**src/rtl/mem_pkg.sv**
```systemverilog
// Shared types and widths for the memory stage: FSM state, EX/MEM and MEM/WB
// register layouts, and the word-alignment helper.
package mem_pkg;
  localparam int DATA_W       = 32;
  localparam int REG_ADDR_W   = 5;
  localparam int RESULT_SEL_W = 2;

  typedef enum logic {
    IDLE   = 1'b0,
    ACCESS = 1'b1
  } mem_state_e;

  typedef struct packed {
    logic                    valid;
    logic [DATA_W-1:0]       alu_out;
    logic [DATA_W-1:0]       pc_next;
    logic [DATA_W-1:0]       lr_wrt_data;
    logic [1:0]              fl_wrt_data;
    logic                    mem_en;
    logic                    mem_wrt;
    logic                    reg_wrt_en;
    logic [RESULT_SEL_W-1:0] result_sel;
    logic [REG_ADDR_W-1:0]   wrt_reg;
  } exme_t;

  typedef struct packed {
    logic                    valid;
    logic [DATA_W-1:0]       alu_out;
    logic [DATA_W-1:0]       mem_data;
    logic [DATA_W-1:0]       pc_next;
    logic [DATA_W-1:0]       lr_wrt_data;
    logic [1:0]              fl_wrt_data;
    logic                    reg_wrt_en;
    logic [RESULT_SEL_W-1:0] result_sel;
    logic [REG_ADDR_W-1:0]   wrt_reg;
  } mewb_t;

  function automatic logic is_aligned(input logic [DATA_W-1:0] addr);
    return addr[1:0] == 2'b00;
  endfunction
endpackage

```
**src/rtl/mem_stage_if.sv**
```systemverilog
// Data-memory bus between the memory stage (master) and data memory (slave).
interface mem_stage_if import mem_pkg::*; ();
  // dmem_req rises with we/addr/wdata already valid and all four stay stable
  // until the single-cycle dmem_ack; dmem_rdata is only meaningful with ack.
  logic              dmem_req;
  logic              dmem_we;
  logic [DATA_W-1:0] dmem_addr;
  logic [DATA_W-1:0] dmem_wdata;
  logic [DATA_W-1:0] dmem_rdata;
  logic              dmem_ack;

  modport master (output dmem_req, dmem_we, dmem_addr, dmem_wdata,
                  input  dmem_rdata, dmem_ack);
  modport slave  (input  dmem_req, dmem_we, dmem_addr, dmem_wdata,
                  output dmem_rdata, dmem_ack);
endinterface

```
**src/rtl/dmem_ctrl.sv**
```systemverilog
// Request/ack access FSM with timeout; owns the registered dmem request fields.
module dmem_ctrl import mem_pkg::*; #(
  parameter int TIMEOUT_CYCLES = 16,
  parameter int CNT_W          = 5
) (
  input  logic              clk,
  input  logic              rst_n,
  input  logic              start,
  input  logic              we,
  input  logic [DATA_W-1:0] addr,
  input  logic [DATA_W-1:0] wdata,
  input  logic              ack,
  output logic              busy,
  output logic              done,
  output logic              timeout,
  output logic              req_o,
  output logic              we_o,
  output logic [DATA_W-1:0] addr_o,
  output logic [DATA_W-1:0] wdata_o,
  output mem_state_e        state_o
);
  localparam logic [CNT_W-1:0] CNT_LAST = CNT_W'(TIMEOUT_CYCLES - 1);

  mem_state_e        state_q, state_d;
  logic [CNT_W-1:0]  cnt_q, cnt_d;
  logic              we_q, we_d;
  logic [DATA_W-1:0] addr_q, addr_d, wdata_q, wdata_d;

  always_ff @(posedge clk or negedge rst_n) begin
    if (!rst_n) begin
      state_q <= IDLE;
      cnt_q   <= '0;
      we_q    <= 1'b0;
      addr_q  <= '0;
      wdata_q <= '0;
    end else begin
      state_q <= state_d;
      cnt_q   <= cnt_d;
      we_q    <= we_d;
      addr_q  <= addr_d;
      wdata_q <= wdata_d;
    end
  end

  always_comb begin
    state_d = state_q;
    cnt_d   = cnt_q;
    we_d    = we_q;
    addr_d  = addr_q;
    wdata_d = wdata_q;
    case (state_q)
      IDLE: begin
        if (start) begin
          state_d = ACCESS;
          cnt_d   = '0;
          we_d    = we;
          addr_d  = addr;
          wdata_d = wdata;
        end
      end
      ACCESS: begin
        if (ack || cnt_q == CNT_LAST) state_d = IDLE;
        else                          cnt_d   = cnt_q + 1'b1;
      end
      default: state_d = IDLE;
    endcase
  end

  // Request is the registered state itself, so reset drops it at once.
  assign busy    = (state_q == ACCESS);
  assign done    = busy && ack;
  assign timeout = busy && !ack && (cnt_q == CNT_LAST);
  assign req_o   = busy;
  assign we_o    = we_q;
  assign addr_o  = addr_q;
  assign wdata_o = wdata_q;
  assign state_o = state_q;
endmodule

```
**src/rtl/mem_stage.sv**
```systemverilog
// Memory pipeline stage: EX/MEM and MEM/WB registers, alignment check, sticky
// error flag, and the data-memory access controller.
module mem_stage import mem_pkg::*; #(
  parameter int TIMEOUT_CYCLES = 16,
  parameter int CNT_W          = 5
) (
  input  logic                    clk,
  input  logic                    rst_n,
  input  logic                    flush,
  input  logic                    ExMe_in_valid,
  input  logic [DATA_W-1:0]       ExMe_in_alu_out,
  input  logic [DATA_W-1:0]       ExMe_in_reg_2,
  input  logic [DATA_W-1:0]       ExMe_in_PC_next,
  input  logic [DATA_W-1:0]       ExMe_in_LR_wrt_data,
  input  logic [1:0]              ExMe_in_FL_wrt_data,
  input  logic                    ExMe_in_mem_en,
  input  logic                    ExMe_in_mem_wrt,
  input  logic                    ExMe_in_reg_wrt_en,
  input  logic [RESULT_SEL_W-1:0] ExMe_in_result_sel,
  input  logic [REG_ADDR_W-1:0]   ExMe_in_wrt_reg,
  output logic [DATA_W-1:0]       ExMe_out_alu_out,
  output logic                    mem_stall,
  mem_stage_if.master             dmem,
  output logic                    MeWb_out_valid,
  output logic [DATA_W-1:0]       MeWb_out_alu_out,
  output logic [DATA_W-1:0]       MeWb_out_mem_data,
  output logic [DATA_W-1:0]       MeWb_out_PC_next,
  output logic [DATA_W-1:0]       MeWb_out_LR_wrt_data,
  output logic [1:0]              MeWb_out_FL_wrt_data,
  output logic                    MeWb_out_reg_wrt_en,
  output logic [RESULT_SEL_W-1:0] MeWb_out_result_sel,
  output logic [REG_ADDR_W-1:0]   MeWb_out_wrt_reg,
  output logic                    mem_err,
  output mem_state_e              dbg_state
);
  exme_t exme_q, exme_d;
  mewb_t mewb_q, mewb_d;
  logic  mem_err_q, mem_err_d;
  logic  busy, done, timeout, start, misaligned;

  // Accesses launch on the same edge that loads EX/MEM, so the request is
  // built from the incoming EX values rather than the registered copy.
  assign start = !busy && !flush && ExMe_in_valid && ExMe_in_mem_en
                 && is_aligned(ExMe_in_alu_out);
  assign misaligned = !busy && exme_q.valid && exme_q.mem_en
                      && !is_aligned(exme_q.alu_out);

  dmem_ctrl #(.TIMEOUT_CYCLES(TIMEOUT_CYCLES), .CNT_W(CNT_W)) u_ctrl (
    .clk     (clk),
    .rst_n   (rst_n),
    .start   (start),
    .we      (ExMe_in_mem_wrt),
    .addr    (ExMe_in_alu_out),
    .wdata   (ExMe_in_reg_2),
    .ack     (dmem.dmem_ack),
    .busy    (busy),
    .done    (done),
    .timeout (timeout),
    .req_o   (dmem.dmem_req),
    .we_o    (dmem.dmem_we),
    .addr_o  (dmem.dmem_addr),
    .wdata_o (dmem.dmem_wdata),
    .state_o (dbg_state)
  );

  always_ff @(posedge clk or negedge rst_n) begin
    if (!rst_n) begin
      exme_q    <= '0;
      mewb_q    <= '0;
      mem_err_q <= 1'b0;
    end else begin
      exme_q    <= exme_d;
      mewb_q    <= mewb_d;
      mem_err_q <= mem_err_d;
    end
  end

  always_comb begin
    exme_d = exme_q;
    if (!busy) begin
      exme_d.valid       = ExMe_in_valid && !flush;
      exme_d.alu_out     = ExMe_in_alu_out;
      exme_d.pc_next     = ExMe_in_PC_next;
      exme_d.lr_wrt_data = ExMe_in_LR_wrt_data;
      exme_d.fl_wrt_data = ExMe_in_FL_wrt_data;
      exme_d.mem_en      = ExMe_in_mem_en;
      exme_d.mem_wrt     = ExMe_in_mem_wrt;
      exme_d.reg_wrt_en  = ExMe_in_reg_wrt_en && !flush;
      exme_d.result_sel  = ExMe_in_result_sel;
      exme_d.wrt_reg     = ExMe_in_wrt_reg;
    end
  end

  // Default is a bubble. A memory op sitting in EX/MEM while IDLE has either
  // already completed or was misaligned, so it never reaches MEM/WB twice.
  always_comb begin
    mewb_d = '0;
    if ((busy && done) || (!busy && exme_q.valid && !exme_q.mem_en)) begin
      mewb_d.valid       = exme_q.valid;
      mewb_d.alu_out     = exme_q.alu_out;
      mewb_d.mem_data    = (busy && !exme_q.mem_wrt) ? dmem.dmem_rdata : '0;
      mewb_d.pc_next     = exme_q.pc_next;
      mewb_d.lr_wrt_data = exme_q.lr_wrt_data;
      mewb_d.fl_wrt_data = exme_q.fl_wrt_data;
      mewb_d.reg_wrt_en  = exme_q.reg_wrt_en;
      mewb_d.result_sel  = exme_q.result_sel;
      mewb_d.wrt_reg     = exme_q.wrt_reg;
    end
    mem_err_d = mem_err_q || timeout || misaligned;
  end

  assign mem_stall            = busy;
  assign ExMe_out_alu_out     = exme_q.alu_out;
  assign mem_err              = mem_err_q;
  assign MeWb_out_valid       = mewb_q.valid;
  assign MeWb_out_alu_out     = mewb_q.alu_out;
  assign MeWb_out_mem_data    = mewb_q.mem_data;
  assign MeWb_out_PC_next     = mewb_q.pc_next;
  assign MeWb_out_LR_wrt_data = mewb_q.lr_wrt_data;
  assign MeWb_out_FL_wrt_data = mewb_q.fl_wrt_data;
  assign MeWb_out_reg_wrt_en  = mewb_q.reg_wrt_en;
  assign MeWb_out_result_sel  = mewb_q.result_sel;
  assign MeWb_out_wrt_reg     = mewb_q.wrt_reg;
endmodule

```
**src/flat_wrapper.sv**
```systemverilog
// flat-port wrapper written by rule: the top's interface ports become plain ports
module mem_stage_flat import mem_pkg::*;
#(
  parameter int TIMEOUT_CYCLES = 16,
  parameter int CNT_W          = 5
)
  (clk, rst_n, flush, ExMe_in_valid, ExMe_in_alu_out, ExMe_in_reg_2, ExMe_in_PC_next, ExMe_in_LR_wrt_data, ExMe_in_FL_wrt_data, ExMe_in_mem_en, ExMe_in_mem_wrt, ExMe_in_reg_wrt_en, ExMe_in_result_sel, ExMe_in_wrt_reg, ExMe_out_alu_out, mem_stall, MeWb_out_valid, MeWb_out_alu_out, MeWb_out_mem_data, MeWb_out_PC_next, MeWb_out_LR_wrt_data, MeWb_out_FL_wrt_data, MeWb_out_reg_wrt_en, MeWb_out_result_sel, MeWb_out_wrt_reg, mem_err, dbg_state, dmem_dmem_req, dmem_dmem_we, dmem_dmem_addr, dmem_dmem_wdata, dmem_dmem_rdata, dmem_dmem_ack);
  mem_stage_if dmem_i ();
  input  logic clk;
  input  logic rst_n;
  input  logic flush;
  input  logic ExMe_in_valid;
  input  logic [DATA_W-1:0] ExMe_in_alu_out;
  input  logic [DATA_W-1:0] ExMe_in_reg_2;
  input  logic [DATA_W-1:0] ExMe_in_PC_next;
  input  logic [DATA_W-1:0] ExMe_in_LR_wrt_data;
  input  logic [1:0] ExMe_in_FL_wrt_data;
  input  logic ExMe_in_mem_en;
  input  logic ExMe_in_mem_wrt;
  input  logic ExMe_in_reg_wrt_en;
  input  logic [RESULT_SEL_W-1:0] ExMe_in_result_sel;
  input  logic [REG_ADDR_W-1:0] ExMe_in_wrt_reg;
  output logic [DATA_W-1:0] ExMe_out_alu_out;
  output logic mem_stall;
  output logic MeWb_out_valid;
  output logic [DATA_W-1:0] MeWb_out_alu_out;
  output logic [DATA_W-1:0] MeWb_out_mem_data;
  output logic [DATA_W-1:0] MeWb_out_PC_next;
  output logic [DATA_W-1:0] MeWb_out_LR_wrt_data;
  output logic [1:0] MeWb_out_FL_wrt_data;
  output logic MeWb_out_reg_wrt_en;
  output logic [RESULT_SEL_W-1:0] MeWb_out_result_sel;
  output logic [REG_ADDR_W-1:0] MeWb_out_wrt_reg;
  output logic mem_err;
  output mem_state_e dbg_state;
  output wire logic [$bits(dmem_i.dmem_req)-1:0] dmem_dmem_req;
  output wire logic [$bits(dmem_i.dmem_we)-1:0] dmem_dmem_we;
  output wire logic [$bits(dmem_i.dmem_addr)-1:0] dmem_dmem_addr;
  output wire logic [$bits(dmem_i.dmem_wdata)-1:0] dmem_dmem_wdata;
  input wire logic [$bits(dmem_i.dmem_rdata)-1:0] dmem_dmem_rdata;
  input wire logic [$bits(dmem_i.dmem_ack)-1:0] dmem_dmem_ack;
  assign dmem_dmem_req = dmem_i.dmem_req;
  assign dmem_dmem_we = dmem_i.dmem_we;
  assign dmem_dmem_addr = dmem_i.dmem_addr;
  assign dmem_dmem_wdata = dmem_i.dmem_wdata;
  assign dmem_i.dmem_rdata = dmem_dmem_rdata;
  assign dmem_i.dmem_ack = dmem_dmem_ack;
  mem_stage #(.TIMEOUT_CYCLES(TIMEOUT_CYCLES), .CNT_W(CNT_W)) u_core (.clk(clk), .rst_n(rst_n), .flush(flush), .ExMe_in_valid(ExMe_in_valid), .ExMe_in_alu_out(ExMe_in_alu_out), .ExMe_in_reg_2(ExMe_in_reg_2), .ExMe_in_PC_next(ExMe_in_PC_next), .ExMe_in_LR_wrt_data(ExMe_in_LR_wrt_data), .ExMe_in_FL_wrt_data(ExMe_in_FL_wrt_data), .ExMe_in_mem_en(ExMe_in_mem_en), .ExMe_in_mem_wrt(ExMe_in_mem_wrt), .ExMe_in_reg_wrt_en(ExMe_in_reg_wrt_en), .ExMe_in_result_sel(ExMe_in_result_sel), .ExMe_in_wrt_reg(ExMe_in_wrt_reg), .ExMe_out_alu_out(ExMe_out_alu_out), .mem_stall(mem_stall), .dmem(dmem_i), .MeWb_out_valid(MeWb_out_valid), .MeWb_out_alu_out(MeWb_out_alu_out), .MeWb_out_mem_data(MeWb_out_mem_data), .MeWb_out_PC_next(MeWb_out_PC_next), .MeWb_out_LR_wrt_data(MeWb_out_LR_wrt_data), .MeWb_out_FL_wrt_data(MeWb_out_FL_wrt_data), .MeWb_out_reg_wrt_en(MeWb_out_reg_wrt_en), .MeWb_out_result_sel(MeWb_out_result_sel), .MeWb_out_wrt_reg(MeWb_out_wrt_reg), .mem_err(mem_err), .dbg_state(dbg_state));
endmodule
```
**config.mk**
```make
export PLATFORM = sky130hd
export DESIGN_NAME = mem_stage_flat
export DESIGN_NICKNAME = d
export VERILOG_FILES = /design/src/rtl/mem_pkg.sv /design/src/rtl/mem_stage_if.sv /design/src/rtl/dmem_ctrl.sv /design/src/rtl/mem_stage.sv /design/src/flat_wrapper.sv
export SDC_FILE = /design/constraint.sdc
export NUM_CORES = 1
export LEC_CHECK = 0
export BUFFER_PORTS_ARGS = -buffer_cell sky130_fd_sc_hd__clkbuf_2
export CORE_UTILIZATION = 45
export DETAILED_ROUTE_END_ITERATION = 6
export PLACE_DENSITY = 0.74
export SYNTH_ARGS = -nofsm -noshare
export SYNTH_HDL_FRONTEND = slang
export SYNTH_HIERARCHICAL = 1
export SYNTH_SLANG_ARGS = --single-unit
```
**constraint.sdc**
```tcl
create_clock -name clk -period 4.8 [get_ports clk]
set_input_delay 0.24 -clock clk [delete_from_list [all_inputs] [get_ports clk]]
set_output_delay 0.24 -clock clk [all_outputs]
set_load 0.03 [all_outputs]
```
# Word level (Yosys, flattened, before mapping)

Index checks and enable logic that the tools add are counted.

Flip-flop bits (word level): 320
Input bits: 177

Add/sub/neg operators: 1
Eq/ne operators: 3
Multiplexer cells: 8
Bitwise operators: 1
Reductions and logical operators: 29

Operators with widths:

| operator                                            | number |
|---|---|
| 2-to-1 mux 139 bit                                  | 1 |
| 2-to-1 mux 32 bit                                   | 1 |
| logical AND 1 bit                                   | 15 |
| 2-to-1 mux 5 bit                                    | 2 |
| one-hot mux 5 bit (2 select lines)                  | 1 |
| zero test 1 bit                                     | 6 |
| adder 5 x 1 -> 5 bit, second input constant         | 1 |
| equality test 5 x 4 -> 1 bit, second input constant | 1 |
| zero test 2 bit                                     | 2 |
| logical OR 1 bit                                    | 4 |
| AND reduction 2 bit                                 | 2 |
| 2-to-1 mux 1 bit                                    | 2 |
| != test 2 x 1 -> 1 bit, second input constant       | 1 |
| != test 2 bit, second input constant                | 1 |
| one-hot mux 1 bit (2 select lines)                  | 1 |
| inverter 1 bit                                      | 1 |

# Logic depth before layout (Yosys ltp)

Word-level depth: 7
Gate-level depth with buffers: 9
Mapped depth without buffers: 6

# Hierarchy

The synthesis kept the hierarchy.

By module, submodules not included:

| module    | instances | cells an instance | area each (um^2) | seq. area each (um^2) |
|---|---|---|---|---|
| mem_stage | 1         | 581               | 9066.2           | 6231.0 |
| dmem_ctrl | 1         | 307               | 2770.2           | 1776.7 |

# Least setup slack after synthesis

No wires, ideal clock.

Path kind: flip-flop to flip-flop
Start point: register u_core.u_ctrl.state_q (netlist: u_core/u_ctrl/busy)
End point: register u_core.u_ctrl.addr_q[0] (netlist: u_core/u_ctrl/addr_o[0])
Library setup time: 0.066 ns
Data arrival time: 1.947 ns
Required time: 4.734 ns
Slack: 2.788 ns
Cell stages (with the launch flop): 10
Path buffers: 4
Path through: dfrtp_1 -> buf_6 -> clkbuf_1 -> nand2b_1 -> nor4_1 -> and2b_2 -> buf_2 -> buf_2 -> nand2_1 -> nand2_1

Word-level cells in the longest chain between the ends: 6

RTL lines:

| element                              | line            | RTL |
|---|---|---|
| from (decl)                          | dmem_ctrl.sv:24 | `mem_state_e state_q, state_d;` |
| from (signal assigned)               | dmem_ctrl.sv:37 | `state_q <= state_d;` |
| zero test 1 bit                      | mem_stage.sv:43 | `assign start = !busy && !flush && ExMe_in_valid && ExMe_in_mem_en` |
| logical AND 1 bit (3 in a row)       | mem_stage.sv:43 |  |
| logical AND 1 bit                    | mem_stage.sv:44 | `&& is_aligned(ExMe_in_alu_out);` |
| net u_core.start                     | mem_stage.sv:39 | `logic busy, done, timeout, start, misaligned;` |
| AND reduction 2 bit (no source line) | n/a             |  |
| to (signal assigned)                 | dmem_ctrl.sv:40 | `addr_q <= addr_d;` |
| to (decl)                            | dmem_ctrl.sv:27 | `logic [DATA_W-1:0] addr_q, addr_d, wdata_q, wdata_d;` |

The timed path passes the listed nets, and every way through them passes these cells.
A chain may end at the register's enable or synchronous reset.

# Final worst setup path

Start point: register u_core.u_ctrl.state_q (netlist: u_core/u_ctrl/busy)
End point: register u_core.u_ctrl.wdata_q[31] (netlist: u_core/u_ctrl/wdata_o[31])

Word-level cells in the longest chain between the ends: 6

RTL lines:

| element                              | line            | RTL |
|---|---|---|
| zero test 1 bit                      | mem_stage.sv:43 |  |
| logical AND 1 bit (3 in a row)       | mem_stage.sv:43 |  |
| logical AND 1 bit                    | mem_stage.sv:44 |  |
| net u_core.start                     | mem_stage.sv:39 |  |
| AND reduction 2 bit (no source line) | n/a             |  |
| to (signal assigned)                 | dmem_ctrl.sv:41 | `wdata_q <= wdata_d;` |
| to (decl)                            | dmem_ctrl.sv:27 |  |

The timed path passes the listed nets, and every way through them passes these cells.

==> summary.md <==
| Metric | Value |
|---|---|
| Startpoint of the worst hold path | `ExMe_in_wrt_reg[1]` |
| Final period util | `59.1%` |
| Standard-cell rows | `58` |
| Detail Placement HPWL | `19.2 mm` |
| Reg-to-reg setup timing slack | `1.96 ns` |
| WL/cell | `17.5 um` |
| Number of DRC markers after the initial detailed-route iteration | `467` |
| Total detailed-routing wirelength | `31.3 mm` |
| Worst-skew pair later-pin latency | `0.50 ns` |
| WS Path Type | `reg -> reg` |
| Hold Buf Count CTS | `171` |
| Clk pin slew, worst setup/hold paths | `0.06 ns` |
| Main synth FF type | `sky130_fd_sc_hd__dfrtp_1` |
| Initial antenna violation count | `1` |
| Synthesized instance count | `888` |
| Final Non-Filler Cells | `1,789` |
| Hold path cells | `2` |
| Clock Sink Count | `320` |
| Critical path arrival | `3.26 ns` |
| Power density cells | `405 nW/um^2` |
| Num CTS Buffers | `35` |
| Tightest Pin Transition | `1.25 ns` |
| Adder-cell share of the synthesized area | `0.211%` |
| Run status | `completed` |
| Post-CTS Setup Bufs | `0` |
| Worst clock skew | `0.0106 ns` |
| Fraction of the mapped netlist area in compound gates | `8.42%` |
| DRC violations left | `0` |
| Total via count after detailed routing | `8,737` |
| Flip-flop count of the largest register, all copies and words added | `77` |
| DRT Pass-1 Iters | `5` |
| Xor-xnor portion of the synthesized cell area | `0%` |
| First-pass GRT wire length | `48.4 mm` |
| Classification of the worst-slack hold path | `in -> reg` |
| Full die area | `27,000 sq um` |
| Avg Synthesized Cell Area | `13.3 sq um` |
| Top register by number of flip-flops | `u_core/exme_q` |
| All-Layer GR Usage | `23.2%` |
| Yosys reg bits | `320` |
| Max Fclk | `0.352 GHz` |
| Antenna-violating nets left | `0` |
| Setup TNS after final layout | `0 ns` |
| Number of nets at the end of the flow | `1,611` |
| Maximum buffer depth of the clock tree | `3` |
| Synth-to-layout area growth | `42.2%` |
| Leakage power | `8.68 nW` |
| Vias in the first global route | `9,169` |
| Count of pins over their slew limit | `0` |
| Terminus of the critical flop-to-flop path | `u_core/u_ctrl/wdata_o[31]` |
| Critical path endpoint category | `register` |
| Largest net degree at the start of global routing | `112` |
| Period minus WS final | `2.84 ns` |
| Io pins | `417` |
| Simple-Gate Fraction of Synth Area | `9.04%` |
| Worst Path Required | `5.22 ns` |
| Multiplexer fraction of the synthesized cell area | `10.1%` |
| Startpoint types | `register` |
| Net count after synthesis | `1,067` |
| H-tree depth | `2` |
| Via/cell ratio | `4.88` |
| Die extent in y | `164 um` |
| Placeable Area | `25,500 sq um` |
| Launching point of the worst reg2reg path | `u_core/u_ctrl/busy` |
| Number of warnings printed during yosys synthesis | `6` |
| Cell Area, Synth | `11,800 sq um` |
| Cell depth of the worst flop-to-flop path | `5` |
| Number of enable-type register cells in the synthesized netlist | `0` |
| Final weighted congestion of routability-driven global placement | `0.795` |
| Final hold violation count | `0` |
| Async set or reset register ratio after synthesis | `100%` |
| Launching element of the worst setup path | `u_core/u_ctrl/busy` |
| CTS Root Buffer Type | `sky130_fd_sc_hd__clkbuf_16` |
| Initial core utilization | `46.5%` |
| Horizontal die dimension | `164 um` |
| Count of buffers inserted at the top-level ports | `416` |
| Global-route congestion overflow total | `0` |
| Setup violators final | `0` |
| Dominant combinational cell family by area after synthesis | `multiplexers` |
| Sequential-to-total area share from yosys stat | `67.7%` |
| RSZ-0062 raised after global routing | `no` |
| Number of max-capacitance violations reported | `0` |
| CTS tree | `built` |
| Number of distinct standard cells referenced by the synthesized netlist | `28` |
| Hold endpoint | `u_core/exme_q[1]` |
| Post-Place Cells | `1,554` |
| Fraction of layout cells with a size suffix above 1 | `43.3%` |
| Number of resized instances in the post-cts repair step | `0` |
| Maximum fanout count along the critical path | `65` |
| VDD IR-drop max | `0.000276 V` |
| Worst max-slew margin expressed relative to the limit | `16.6%` |
-- metrics by stage --
step / area, sq um / worst slack, ns / hold WS (ns) / utilization [%] / power, mW
after floorplan: 11800 / 2.79 / -0.0556 / - / 3.64
after global placement: 13900 / 2.12 / 0.305 / 54.6 / 3.97
after detailed placement: 13900 / 2.03 / 0.312 / 54.6 / 3.99
after CTS: 16800 / 2.01 / 0.00817 / 66.1 / 6.87
after global routing: 16800 / 1.72 / 0.00637 / 66.1 / 7.08
final: 16800 / 1.96 / 0.0394 / 66.1 / 6.81
-- critical path: stages, from the launching register on --
cell and delay [ns]:
sky130_fd_sc_hd__dfrtp_4 0.72, sky130_fd_sc_hd__nand2b_1 0.26, sky130_fd_sc_hd__nor4_1 0.36, sky130_fd_sc_hd__and2b_2 1.02
sky130_fd_sc_hd__nand2_1 0.20, sky130_fd_sc_hd__nand2_1 0.13
-- cell usage after synthesis, types with 2 or more instances --
| master | n | area [sq um] |
|---|---|---|
| sky130_fd_sc_hd__buf_2 | 20 | 100 |
| sky130_fd_sc_hd__nand2b_1 | 3 | 18.8 |
| sky130_fd_sc_hd__or3b_1 | 2 | 17.5 |
| sky130_fd_sc_hd__a21boi_2 | 30 | 338 |
| sky130_fd_sc_hd__buf_4 | 34 | 255 |
| sky130_fd_sc_hd__and2_1 | 32 | 200 |
| sky130_fd_sc_hd__o31ai_2 | 2 | 25.0 |
| sky130_fd_sc_hd__buf_6 | 6 | 67.6 |
| sky130_fd_sc_hd__nand2_1 | 201 | 754 |
| sky130_fd_sc_hd__dfrtp_1 | 320 | 8010 |
| sky130_fd_sc_hd__nor2_1 | 3 | 11.3 |
| sky130_fd_sc_hd__a21boi_0 | 77 | 578 |
| sky130_fd_sc_hd__mux2_2 | 106 | 1190 |
| sky130_fd_sc_hd__nand3_1 | 4 | 20.0 |
| sky130_fd_sc_hd__ha_1 | 2 | 25.0 |
| sky130_fd_sc_hd__clkbuf_1 | 29 | 109 |
| sky130_fd_sc_hd__inv_1 | 3 | 11.3 |
| sky130_fd_sc_hd__o21ai_0 | 4 | 20.0 |
-- area by class of cell --
cell class	instances	area, sq um
Antenna cell	1	2.50
Inverter	3	11.3
Sequential cell	320	8010
Clock buffer	51	1090
Clock inverter	12	126
Fill cell	1749	8640
Tap cell	330	413
Multi-Input combinational cell	476	3300
Timing Repair Buffer	596	3880
-- worst max-delay path by stage --
stage | end | slack [ns] | cells past startpoint
2_1_floorplan | u_core/u_ctrl/addr_o[0] | 2.79 | 9
3_3_place_gp | u_core/u_ctrl/addr_o[14] | 2.12 | 5
3_5_place_dp | u_core/u_ctrl/wdata_o[17] | 2.03 | 5
4_1_cts | u_core/u_ctrl/addr_o[30] | 2.01 | 5
5_1_grt | u_core/u_ctrl/wdata_o[31] | 1.72 | 5
6_report | u_core/u_ctrl/wdata_o[31] | 1.96 | 5
-- cells by family (layout without fill, tap and decap cells) --
family / count (synthesis) / count (layout)
compound gates: 117 / 117
fa+ha+maj: 2 / 2
buf+inv: 92 / 662
flops: 320 / 320
mux: 106 / 106
other cells: 0 / 1
simple gates: 251 / 251
-- layout by cell type, fill, tap and decap left out, drive strengths merged, types with 3 or more instances in the layout --
| master | count |
|---|---|
| nand3 | 4 |
| inv | 4 |
| dlygate4sd3 | 171 |
| dfrtp | 320 |
| nor2 | 3 |
| mux2 | 106 |
| clkbuf | 466 |
| nand2b | 3 |
| nand2 | 201 |
| o31ai | 3 |
| o21ai | 4 |
| buf | 10 |
| and2 | 33 |
| a21boi | 107 |
| clkinv | 7 |
-- metal layers --
metal | GRT usage (%) | share of wire, % | vias to the layer above
met4 | 10.2 | 3.8 | 0
met5 | 0 | 0 | -
met3 | 5.86 | 7.4 | 95
met2 | 40.6 | 51 | 351
li1 | - | - | 3966
met1 | 26.8 | 38 | 4325
-- power by group --
part | total, mW | internal, mW | switching, mW
Clock | 2.75 | 1.69 | 1.06
Sequential | 3.04 | 2.91 | 0.126
Combinational | 1.03 | 0.385 | 0.647
Total | 6.81 | 4.98 | 1.83
Note: power is estimated with default switching activity, not from simulation.
